==> config.mk <==
export PLATFORM = sky130hd
export DESIGN_NAME = lsu_ctrl
export DESIGN_NICKNAME = d
export VERILOG_FILES = /design/src/rtl/npc_pkg.sv /design/src/rtl/lsu_ext.sv /design/src/rtl/lsu_ctrl.sv
export SDC_FILE = /design/constraint.sdc
export NUM_CORES = 1
export LEC_CHECK = 0
export ABC_AREA = 1
export CAP_MARGIN = 20
export CORE_AREA = 2 2 187 189
export DETAILED_ROUTE_END_ITERATION = 7
export DIE_AREA = 0 0 189 191
export HOLD_SLACK_MARGIN = 0.1
export PLACE_DENSITY_LB_ADDON = 0.25
export SYNTH_ARGS = -nofsm -noshare
export SYNTH_HDL_FRONTEND = slang
export SYNTH_SLANG_ARGS = --single-unit
==> constraint.sdc <==
create_clock -name clk -period 3.2 [get_ports clk]
set_clock_uncertainty 0.05 [all_clocks]
set_input_delay 0.64 -clock clk [delete_from_list [all_inputs] [get_ports clk]]
set_output_delay 0.64 -clock clk [all_outputs]
set_load 0.01 [all_outputs]
==> src/rtl/npc_pkg.sv <==
// rtl/npc_pkg.sv - shared funct3 codes, LSU state encoding and width helper
package npc_pkg;

   localparam logic [2:0] F3_B  = 3'b000;
   localparam logic [2:0] F3_H  = 3'b001;
   localparam logic [2:0] F3_W  = 3'b010;
   localparam logic [2:0] F3_D  = 3'b011;
   localparam logic [2:0] F3_BU = 3'b100;
   localparam logic [2:0] F3_HU = 3'b101;
   localparam logic [2:0] F3_WU = 3'b110;

   typedef enum logic [1:0] {
      LSU_IDLE   = 2'd0,
      LSU_ACCESS = 2'd1,
      LSU_DONE   = 2'd2
   } lsu_state_e;

   function automatic logic [3:0] width_bytes(input logic [1:0] size);
      return 4'd1 << size;
   endfunction

endpackage

==> src/rtl/lsu_ext.sv <==
// rtl/lsu_ext.sv - load data extract and sign/zero extension by funct3
import npc_pkg::*;

module lsu_ext (
   input  logic [63:0] rdata_i,
   input  logic [2:0]  funct3_i,
   output logic [63:0] rdata_o
);

   always_comb begin
      rdata_o = rdata_i;
      case (funct3_i)
         F3_B:    rdata_o = {{56{rdata_i[7]}},  rdata_i[7:0]};
         F3_H:    rdata_o = {{48{rdata_i[15]}}, rdata_i[15:0]};
         F3_W:    rdata_o = {{32{rdata_i[31]}}, rdata_i[31:0]};
         F3_D:    rdata_o = rdata_i;
         F3_BU:   rdata_o = {56'd0, rdata_i[7:0]};
         F3_HU:   rdata_o = {48'd0, rdata_i[15:0]};
         F3_WU:   rdata_o = {32'd0, rdata_i[31:0]};
         default: rdata_o = rdata_i;
      endcase
   end

endmodule

==> src/rtl/lsu_ctrl.sv <==
// rtl/lsu_ctrl.sv - load/store control stage between EXU, data memory and WBU
import npc_pkg::*;

module lsu_ctrl #(
   parameter int unsigned MEM_LAT = 1
) (
   input  logic        clk,
   input  logic        rst_n,
   input  logic        in_valid,
   output logic        in_ready,
   input  logic        in_load,
   input  logic        in_store,
   input  logic [2:0]  in_funct3,
   input  logic [63:0] in_addr,
   input  logic [63:0] in_wdata,
   input  logic [4:0]  in_rd,
   output logic        mem_en,
   output logic [63:0] mem_r_addr,
   input  logic [63:0] mem_r_data,
   output logic        mem_w_en,
   output logic [63:0] mem_w_addr,
   output logic [63:0] mem_w_data,
   output logic [3:0]  mem_w_width,
   input  logic        mem_skip_ref,
   output logic        out_valid,
   input  logic        out_ready,
   output logic [63:0] out_rdata,
   output logic [4:0]  out_rd,
   output logic        out_rf_wen,
   output logic        out_skip_ref,
   output logic        out_misalign
);

   localparam int CNT_W = (MEM_LAT > 1) ? $clog2(MEM_LAT) : 1;
   localparam logic [CNT_W-1:0] CNT_LAST = CNT_W'(MEM_LAT - 1);

   lsu_state_e       state_q;
   logic [CNT_W-1:0] cnt_q;
   logic [63:0]      addr_q, wdata_q, rdata_q;
   logic [2:0]       funct3_q;
   logic [3:0]       width_q;
   logic [4:0]       rd_q;
   logic             load_q, mem_en_q, w_en_q, in_ready_q, out_valid_q;
   logic             rf_wen_q, skip_q, misalign_q;
   logic             misalign_d;
   logic [63:0]      ext_data;

   // funct3[1:0] encodes the access size for both loads and stores
   always_comb begin
      misalign_d = 1'b0;
      case (in_funct3[1:0])
         2'b01:   misalign_d = in_addr[0];
         2'b10:   misalign_d = |in_addr[1:0];
         2'b11:   misalign_d = |in_addr[2:0];
         default: misalign_d = 1'b0;
      endcase
   end

   lsu_ext u_ext (
      .rdata_i  (mem_r_data),
      .funct3_i (funct3_q),
      .rdata_o  (ext_data)
   );

   always_ff @(posedge clk or negedge rst_n) begin
      if (!rst_n) begin
         state_q     <= LSU_IDLE;
         cnt_q       <= '0;
         addr_q      <= '0;
         wdata_q     <= '0;
         rdata_q     <= '0;
         funct3_q    <= '0;
         width_q     <= '0;
         rd_q        <= '0;
         load_q      <= 1'b0;
         mem_en_q    <= 1'b0;
         w_en_q      <= 1'b0;
         in_ready_q  <= 1'b1;
         out_valid_q <= 1'b0;
         rf_wen_q    <= 1'b0;
         skip_q      <= 1'b0;
         misalign_q  <= 1'b0;
      end else begin
         case (state_q)
            LSU_IDLE: begin
               if (in_valid && (in_load || in_store)) begin
                  addr_q     <= in_addr;
                  wdata_q    <= in_wdata;
                  funct3_q   <= in_funct3;
                  width_q    <= width_bytes(in_funct3[1:0]);
                  rd_q       <= in_rd;
                  load_q     <= in_load;
                  rdata_q    <= '0;
                  skip_q     <= 1'b0;
                  rf_wen_q   <= 1'b0;
                  in_ready_q <= 1'b0;
                  misalign_q <= misalign_d;
                  cnt_q      <= '0;
                  if (misalign_d) begin
                     out_valid_q <= 1'b1;
                     state_q     <= LSU_DONE;
                  end else begin
                     mem_en_q <= 1'b1;
                     w_en_q   <= in_store;
                     state_q  <= LSU_ACCESS;
                  end
               end
            end
            LSU_ACCESS: begin
               w_en_q <= 1'b0;
               if (cnt_q == CNT_LAST) begin
                  mem_en_q    <= 1'b0;
                  rdata_q     <= load_q ? ext_data : 64'd0;
                  skip_q      <= mem_skip_ref;
                  rf_wen_q    <= load_q && (rd_q != 5'd0);
                  out_valid_q <= 1'b1;
                  state_q     <= LSU_DONE;
               end else begin
                  cnt_q <= cnt_q + 1'b1;
               end
            end
            LSU_DONE: begin
               if (out_ready) begin
                  out_valid_q <= 1'b0;
                  in_ready_q  <= 1'b1;
                  state_q     <= LSU_IDLE;
               end
            end
            default: state_q <= LSU_IDLE;
         endcase
      end
   end

   assign in_ready     = in_ready_q;
   assign mem_en       = mem_en_q;
   assign mem_r_addr   = addr_q;
   assign mem_w_en     = w_en_q;
   assign mem_w_addr   = addr_q;
   assign mem_w_data   = wdata_q;
   assign mem_w_width  = width_q;
   assign out_valid    = out_valid_q;
   assign out_rdata    = rdata_q;
   assign out_rd       = rd_q;
   assign out_rf_wen   = rf_wen_q;
   assign out_skip_ref = skip_q;
   assign out_misalign = misalign_q;

endmodule

==> impl_metrics.toml, run 1 <==
[outcome]
outcome = "complete, no violations"

[grt]
grt_antenna_before_repair = 1
first_global_vias = 8210
grt_residual_overflow = 0
track_usage_pct = 16.6
pin_count_of_the_biggest_net_entering_global_routing = 138
grt_first_pass_wirelength_um = 47400

[finish]
fin_cells = 1901
nets = 1636
layout.filler_cells = 3334
syn_to_final_growth_pct = 61.9
antennaDiodeCount = 0
layout_cell_share_with_drive_strength_beyond_1_pct = 4.91
area.sequential_um2 = 5360
multi_input_comb_area_um2 = 2840

[synthesis]
syn_area_per_cell_um2 = 8.85
yosysUniqueCellTypes = 23
muxShareOfSynthArea_pct = 0
yosys.area_share.simple_pct = 23.0
synth.top_cell.area_share_pct = 58.8
ys_seq_area_share_pct = 59.1
synth-xor-area-share_pct = 0
synthesized_area_fraction_occupied_by_ao_oa_aoi_and_oai_cells_pct = 7.87
synth-adder-area-share_pct = 0.414
synth.net_count = 1235
ys_seq_elements = 214
netlist_area_um2 = 9070
synthTopCellsByArea = "dfrtp_1 (59%), nand2_1 (21%), buf_4 (6.2%)"
synth_warnings = 0
post-synth-top-area-cell = "dfrtp_1"
synthesis.instances = 1025
synth_top_family_by_area = "simple AND/OR/NAND/NOR gates"

[route]
wl_met3_um = 2520
drtPass1Iterations = 4
first_iter_violations = 394
m1WireLength_um = 12900
count_of_unresolved_drc_violations_after_routing = 0
route.final.wire_length_um = 31300
vias_per_cell = 4.31
avgRoutedWirePerCell_um = 16.5
dr_wl_met2_um = 15300
final_antenna_net_count = 0
detailroute.via_count = 8188
top_layer_used = "met5"

[power_and_ir_drop]
vdd_ir_drop_max_mv = 0.428
power-per-cell-area_nw_per_um2 = 956
power.leakage_nw = 6.74

[critical_path]
critical_path.n_buffers_inverters = 2
timing.critical_path.arrival_ns = 2.74
timing.setup.critical_path_class = "register to register"
cp_cell_sequence = "inv_1, ha_1, nand2_1, inv_1, nand2_1, o21ai_0"
slowest_delay_ns = 0.60
critical_path_required_ns = 3.57
critical_path.slowest_cell = "nand2_1"
critical_path_peak_fanout = 25
setup.worst_path.end_class = "register"
family_with_the_most_delay_on_the_worst_path = "simple AND/OR/NAND/NOR gates"
worstSetupStartpointType = "register"
ff2ff_setup_slack_ns = 0.84

[clock_tree]
cts_hold_repair.buffers = 1
cts_setup_buffers = 0
cts_made_buffers = 26
clk_path_buf_depth = 3
root_buffer = "clkbuf_16"
tritoncts = "done"
worst_skew_pair.late_latency_ns = 0.52
cts.sink_count = 214
clk_transition_reported_paths_ns = 0.06
cts_resized = 0
number_of_levels_the_h_tree_was_split_into = 1

[timing]
total_negative_setup_slack_ns = 0
post-route-min-period_ns = 2.36
final_max_slew_viol_count = 0
timing.final.crit_share_pct = 73.9
rsz0062_at_grt = "false"
worst_slew_margin_rel_pct = 47.8
hold_viol_final = 0
max_freq_mhz = 423
worst_pin_slew_ns = 0.783
final-setup-viol-count = 0

[floorplan]
die_area_um2 = 36100
design.core.area_um2 = 34100
effective_utilization_at_floorplan_pct = 26.6
fp.dieW_um = 189
placement_rows = 68
die_height_um = 191
ioPinCount = 479

[placed_design]
io_buffers = 478
cell_count_after_placement = 1852
gpl.final_weighted_congestion = 0.797
dp_hpwl_um = 22400

[worst_hold_path]
hold_path.class = "register to register"

[flow_run]
max_cap_viol_count = 0
[tightest hold or removal path: cells and delay by family, from the launching register on]
family           cells  cell delay, ns
and+or+nand+nor      2            0.10
DFF                  1            0.34
[cells in the mapped netlist, drive strengths merged]
library cell,instances
nand2,510
clkbuf,17
nor2,17
ha,3
buf,104
a21oi,23
dfstp,1
o211ai,31
nand3,15
o21bai,1
o21ai,70
inv,18
dfrtp,213
nand4,1
a21boi,1
[final cells by class]
cell class,count,area share (%)
sequential,214,36.5
timing repair buffer,494,33.9
multi-input combinational,672,19.3
clock buffer,35,5.08
tap,455,3.88
clock inverter,13,0.852
inverter,18,0.477
[flip-flops by register name, summed over array words and instances (netlist names)]
register / count
mem_r_addr: 64
mem_w_data: 64
out_rdata: 64
out_rd: 5
mem_w_width: 4
funct3_q: 3
state_q: 2
in_ready: 1
load_q: 1
mem_en: 1
mem_w_en: 1
out_misalign: 1
out_rf_wen: 1
out_skip_ref: 1
out_valid: 1
[power breakdown]
group,internal (mW),switching [mW],leakage (nW)
combinational,3.33,3.13,3.55
clock,1.80,1.16,0.435
sequential,3.80,0.819,2.75
[final timing paths]
kind / startpoint / end / cells past startpoint
setup reg to reg: state_q[1]$_DFFE_PN0P_ / out_rdata[21]$_DFFE_PN0P_ / 6
hold reg to reg: mem_w_data[62]$_DFFE_PN0P_ / mem_w_data[62]$_DFFE_PN0P_ / 2
max in group asynchronous: rst_n / out_rdata[46]$_DFFE_PN0P_ / 3
setup / recovery: state_q[1]$_DFFE_PN0P_ / out_rdata[21]$_DFFE_PN0P_ / 6
hold / removal: mem_w_data[62]$_DFFE_PN0P_ / mem_w_data[62]$_DFFE_PN0P_ / 2
min in group asynchronous: rst_n / out_rdata[22]$_DFFE_PN0P_ / 2
[per-stage QoR]
step / setup slack [ns] / utilization [%] / hold slack [ns] / area (µm²) / power (mW)
after floorplan: 1.59 / - / 0.294 / 9070 / 7.72
after global placement: 0.362 / 40.4 / 0.406 / 13800 / 11.1
after detailed placement: 0.367 / 40.5 / 0.414 / 13800 / 11.2
after CTS: 0.782 / 43.0 / 0.431 / 14700 / 14.3
after global routing: 0.510 / 43.0 / 0.442 / 14700 / 15.0
final: 0.836 / 43.0 / 0.426 / 14700 / 14.0
[placed cells by master, fill, tap and decap left out, types with 2 or more instances in the layout]
cell type,n
nand3_1,14
dfrtp_1,213
clkdlybuf4s50_1,477
inv_1,14
o211ai_1,31
o21ai_0,38
ha_1,3
buf_12,5
nor2_1,14
clkbuf_16,27
buf_4,10
bufinv_16,2
a21oi_1,23
nor2_2,2
clkbuf_1,4
clkinv_2,8
nand2_2,2
o21ai_1,32
clkbuf_8,4
inv_2,3
nand2_1,508
[routing by layer]
| layer | vias to the layer above | track usage (%) |
|---|---|---|
| li1 | 3965 | - |
| met1 | 3851 | 21.1 |
| met2 | 321 | 28.1 |
| met3 | 49 | 4.57 |
| met4 | 2 | 4.12 |
| met5 | - | 0 |
[logic make-up (layout without fill, tap and decap cells)]
group	Yosys count	count (layout)
compound gates	126	126
fa+ha+maj	3	3
buf+inv	139	560
flops	214	214
simple gates	543	543
(Power assumes the default switching activity.)
==> run 2, diff against run 1 <==
==> constraint.sdc (replaced) <==
create_clock -name clk -period 2 [get_ports clk]
set_clock_uncertainty 0.05 [all_clocks]
set_input_delay 0.4 -clock clk [delete_from_list [all_inputs] [get_ports clk]]
set_output_delay 0.4 -clock clk [all_outputs]
set_load 0.01 [all_outputs]
==> run 2 against run 1 <==
  * Global-route usage rose by 0.26 points
  * Non-clock buffer count rose by 29
  * Wire length rose by 1.3%
  * Clock power rose by 63%
  * Sequential cell count did not move
  * Final area rose by 2.9%
  * Die area did not move
  * Setup slack got worse by 0.79 ns
  * Critical endpoint is now mem_r_addr[53]
  * Largest power group unchanged
==> impl_metrics.toml, run 2 (same netlist as run 1, synthesis figures left out) <==
[outcome]
outcome = "complete, no violations"

[floorplan]
die_area_um2 = 36100
fp.dieW_um = 189
effective_utilization_at_floorplan_pct = 26.6
placement_rows = 68
ioPinCount = 479
die_height_um = 191
design.core.area_um2 = 34100

[finish]
finalCoreUtilization_pct = 44.3
nets = 1664
layout.filler_cells = 3310
area.sequential_um2 = 5360
finish.instance_area_um2 = 15100
antennaDiodeCount = 0
multi_input_comb_area_um2 = 2840
layout_cell_share_with_drive_strength_beyond_1_pct = 6.86
final_cell_mix = "nand2_1 (508), clkdlybuf4s50_1 (461), dfrtp_1 (211)"
layout.cells.most_common = "nand2_1"
syn_to_final_growth_pct = 66.6

[worst_hold_path]
hold_path.class = "primary input to asynchronous set/reset pin"

[critical_path]
slowest_delay_ns = 0.58
timing.critical_path.from = "mem_r_addr[53]$_DFFE_PN0P_"
rr_startpoint = "state_q[0]$_DFFE_PN0P_"
ff2ff_setup_slack_ns = 0.23
cp_cell_sequence = "clkdlybuf4s50_1"
critical_path.n_buffers_inverters = 1
timing.critical_path.arrival_ns = 1.50
critical_path_peak_fanout = 3
family_with_the_most_delay_on_the_worst_path = "buffers and inverters"
critical_path.slowest_cell = "clkdlybuf4s50_1"
crit_cells = 1
setup.worst_path.end_class = "output port"
timing.setup.critical_path_class = "register to output port"
critical_path_required_ns = 1.55
critPathCapture = "mem_r_addr[53]"
worstSetupStartpointType = "register"
worst_r2r_path_depth = 8
regToRegEndpoint = "mem_r_addr[2]$_DFFE_PN0P_"

[clock_tree]
clk_path_buf_depth = 3
tritoncts = "done"
worst_skew_pair.late_latency_ns = 0.51
cts_made_buffers = 25
number_of_levels_the_h_tree_was_split_into = 1
clk_transition_reported_paths_ns = 0.06
cts.sink_count = 214
cts_setup_buffers = 0
root_buffer = "clkbuf_16"

[route]
route.final.wire_length_um = 31700
detailroute.via_count = 8227
final_antenna_net_count = 0
first_iter_violations = 297
avgRoutedWirePerCell_um = 16.5
count_of_unresolved_drc_violations_after_routing = 0
drtPass1Iterations = 5
vias_per_cell = 4.27

[placed_design]
dp_hpwl_um = 23300
postPlaceCellArea_um2 = 14200
io_buffers = 478
gpl.final_weighted_congestion = 0.835

[grt]
pin_count_of_the_biggest_net_entering_global_routing = 60
grt_antenna_before_repair = 1
grt_residual_overflow = 0
grt_first_pass_wirelength_um = 48300
track_usage_pct = 16.9
first_global_vias = 8433

[power_and_ir_drop]
power-per-cell-area_nw_per_um2 = 1520
internal_power_mw = 14.8
sw_frac_of_total_pct = 35.7
power.combinational.fraction_pct = 47.1
power_frac_seq_pct = 32.0
power.leakage_nw = 7.07
clkPwrFrac_pct = 20.9
vdd_ir_drop_max_mv = 0.774
power.net_switching_mw = 8.20

[timing]
worst_slew_margin_rel_pct = 68.3
final-setup-viol-count = 0
timing.final.crit_share_pct = 97.7
worst_pin_slew_ns = 0.476
rsz0062_at_grt = "false"
hold_viol_final = 0
post-route-min-period_ns = 1.95
final_max_slew_viol_count = 0
max_freq_mhz = 512

[flow_run]
max_cap_viol_count = 0
[run 2: repair_timing]
item | 4_1_cts | 5_1_grt
gates cloned | 0 | 0
endpoints found under the setup margin | 11 | 13
resized for setup | 9 | 10
hold endpoints to repair | 39 | 0
hold buffers | 1 | 0
[run 2: power groups by stage]
stage	Clock (mW)	Sequential, mW	Combinational, mW
3_5_place_dp	0	7.39	11.0
2_1_floorplan	0	7.95	4.40
5_1_grt	5.18	7.60	11.7
4_1_cts	5.00	7.39	11.0
6_report	4.81	7.36	10.8
3_3_place_gp	0	7.38	11.0
[run 2: how the worst min path moves through the flow]
stage	to	slack [ns]	cells past startpoint
finish	out_rdata[22]$_DFFE_PN0P_	0.33	2
global route	mem_w_data[56]$_DFFE_PN0P_	0.35	3
CTS	mem_w_data[45]$_DFFE_PN0P_	0.32	3
detailed placement	out_rdata[22]$_DFFE_PN0P_	0.30	1
global placement	out_rdata[25]$_DFFE_PN0P_	0.30	1
floorplan	funct3_q[0]$_DFFE_PN0P_	0.05	0
[run 2: stage by stage]
stage          setup TNS (ns)  worst slack [ns]  cells  power [mW]  hold slack (ns)
3_3_place_gp           -0.252           -0.0811   1881        18.3            0.302
3_5_place_dp            -1.46           -0.0958   1881        18.4            0.302
5_1_grt                     0         0.0000102   1927        24.5            0.348
6_report                    0            0.0462   1927        23.0            0.335
2_1_floorplan               0             0.474   1025        12.3           0.0544
4_1_cts                     0          0.000282   1927        23.4            0.323
[run 2: layer usage]
| layer | up-vias | track usage [%] | part of all wire, % |
|---|---|---|---|
| met3 | 39 | 5.01 | 8.6 |
| met5 | - | 0 | 0.022 |
| met2 | 313 | 29.5 | 49 |
| li1 | 4020 | - | - |
| met1 | 3853 | 20.8 | 40 |
| met4 | 2 | 3.13 | 1.4 |
[run 2: cell type report]
cell class	instances	area share (%)
well taps	455	3.77
flip-flops and latches	214	35.5
clock inverters	9	0.795
clock buffers	36	5.01
inverters	18	0.464
repair buffers	523	35.7
multi-input cells	672	18.8
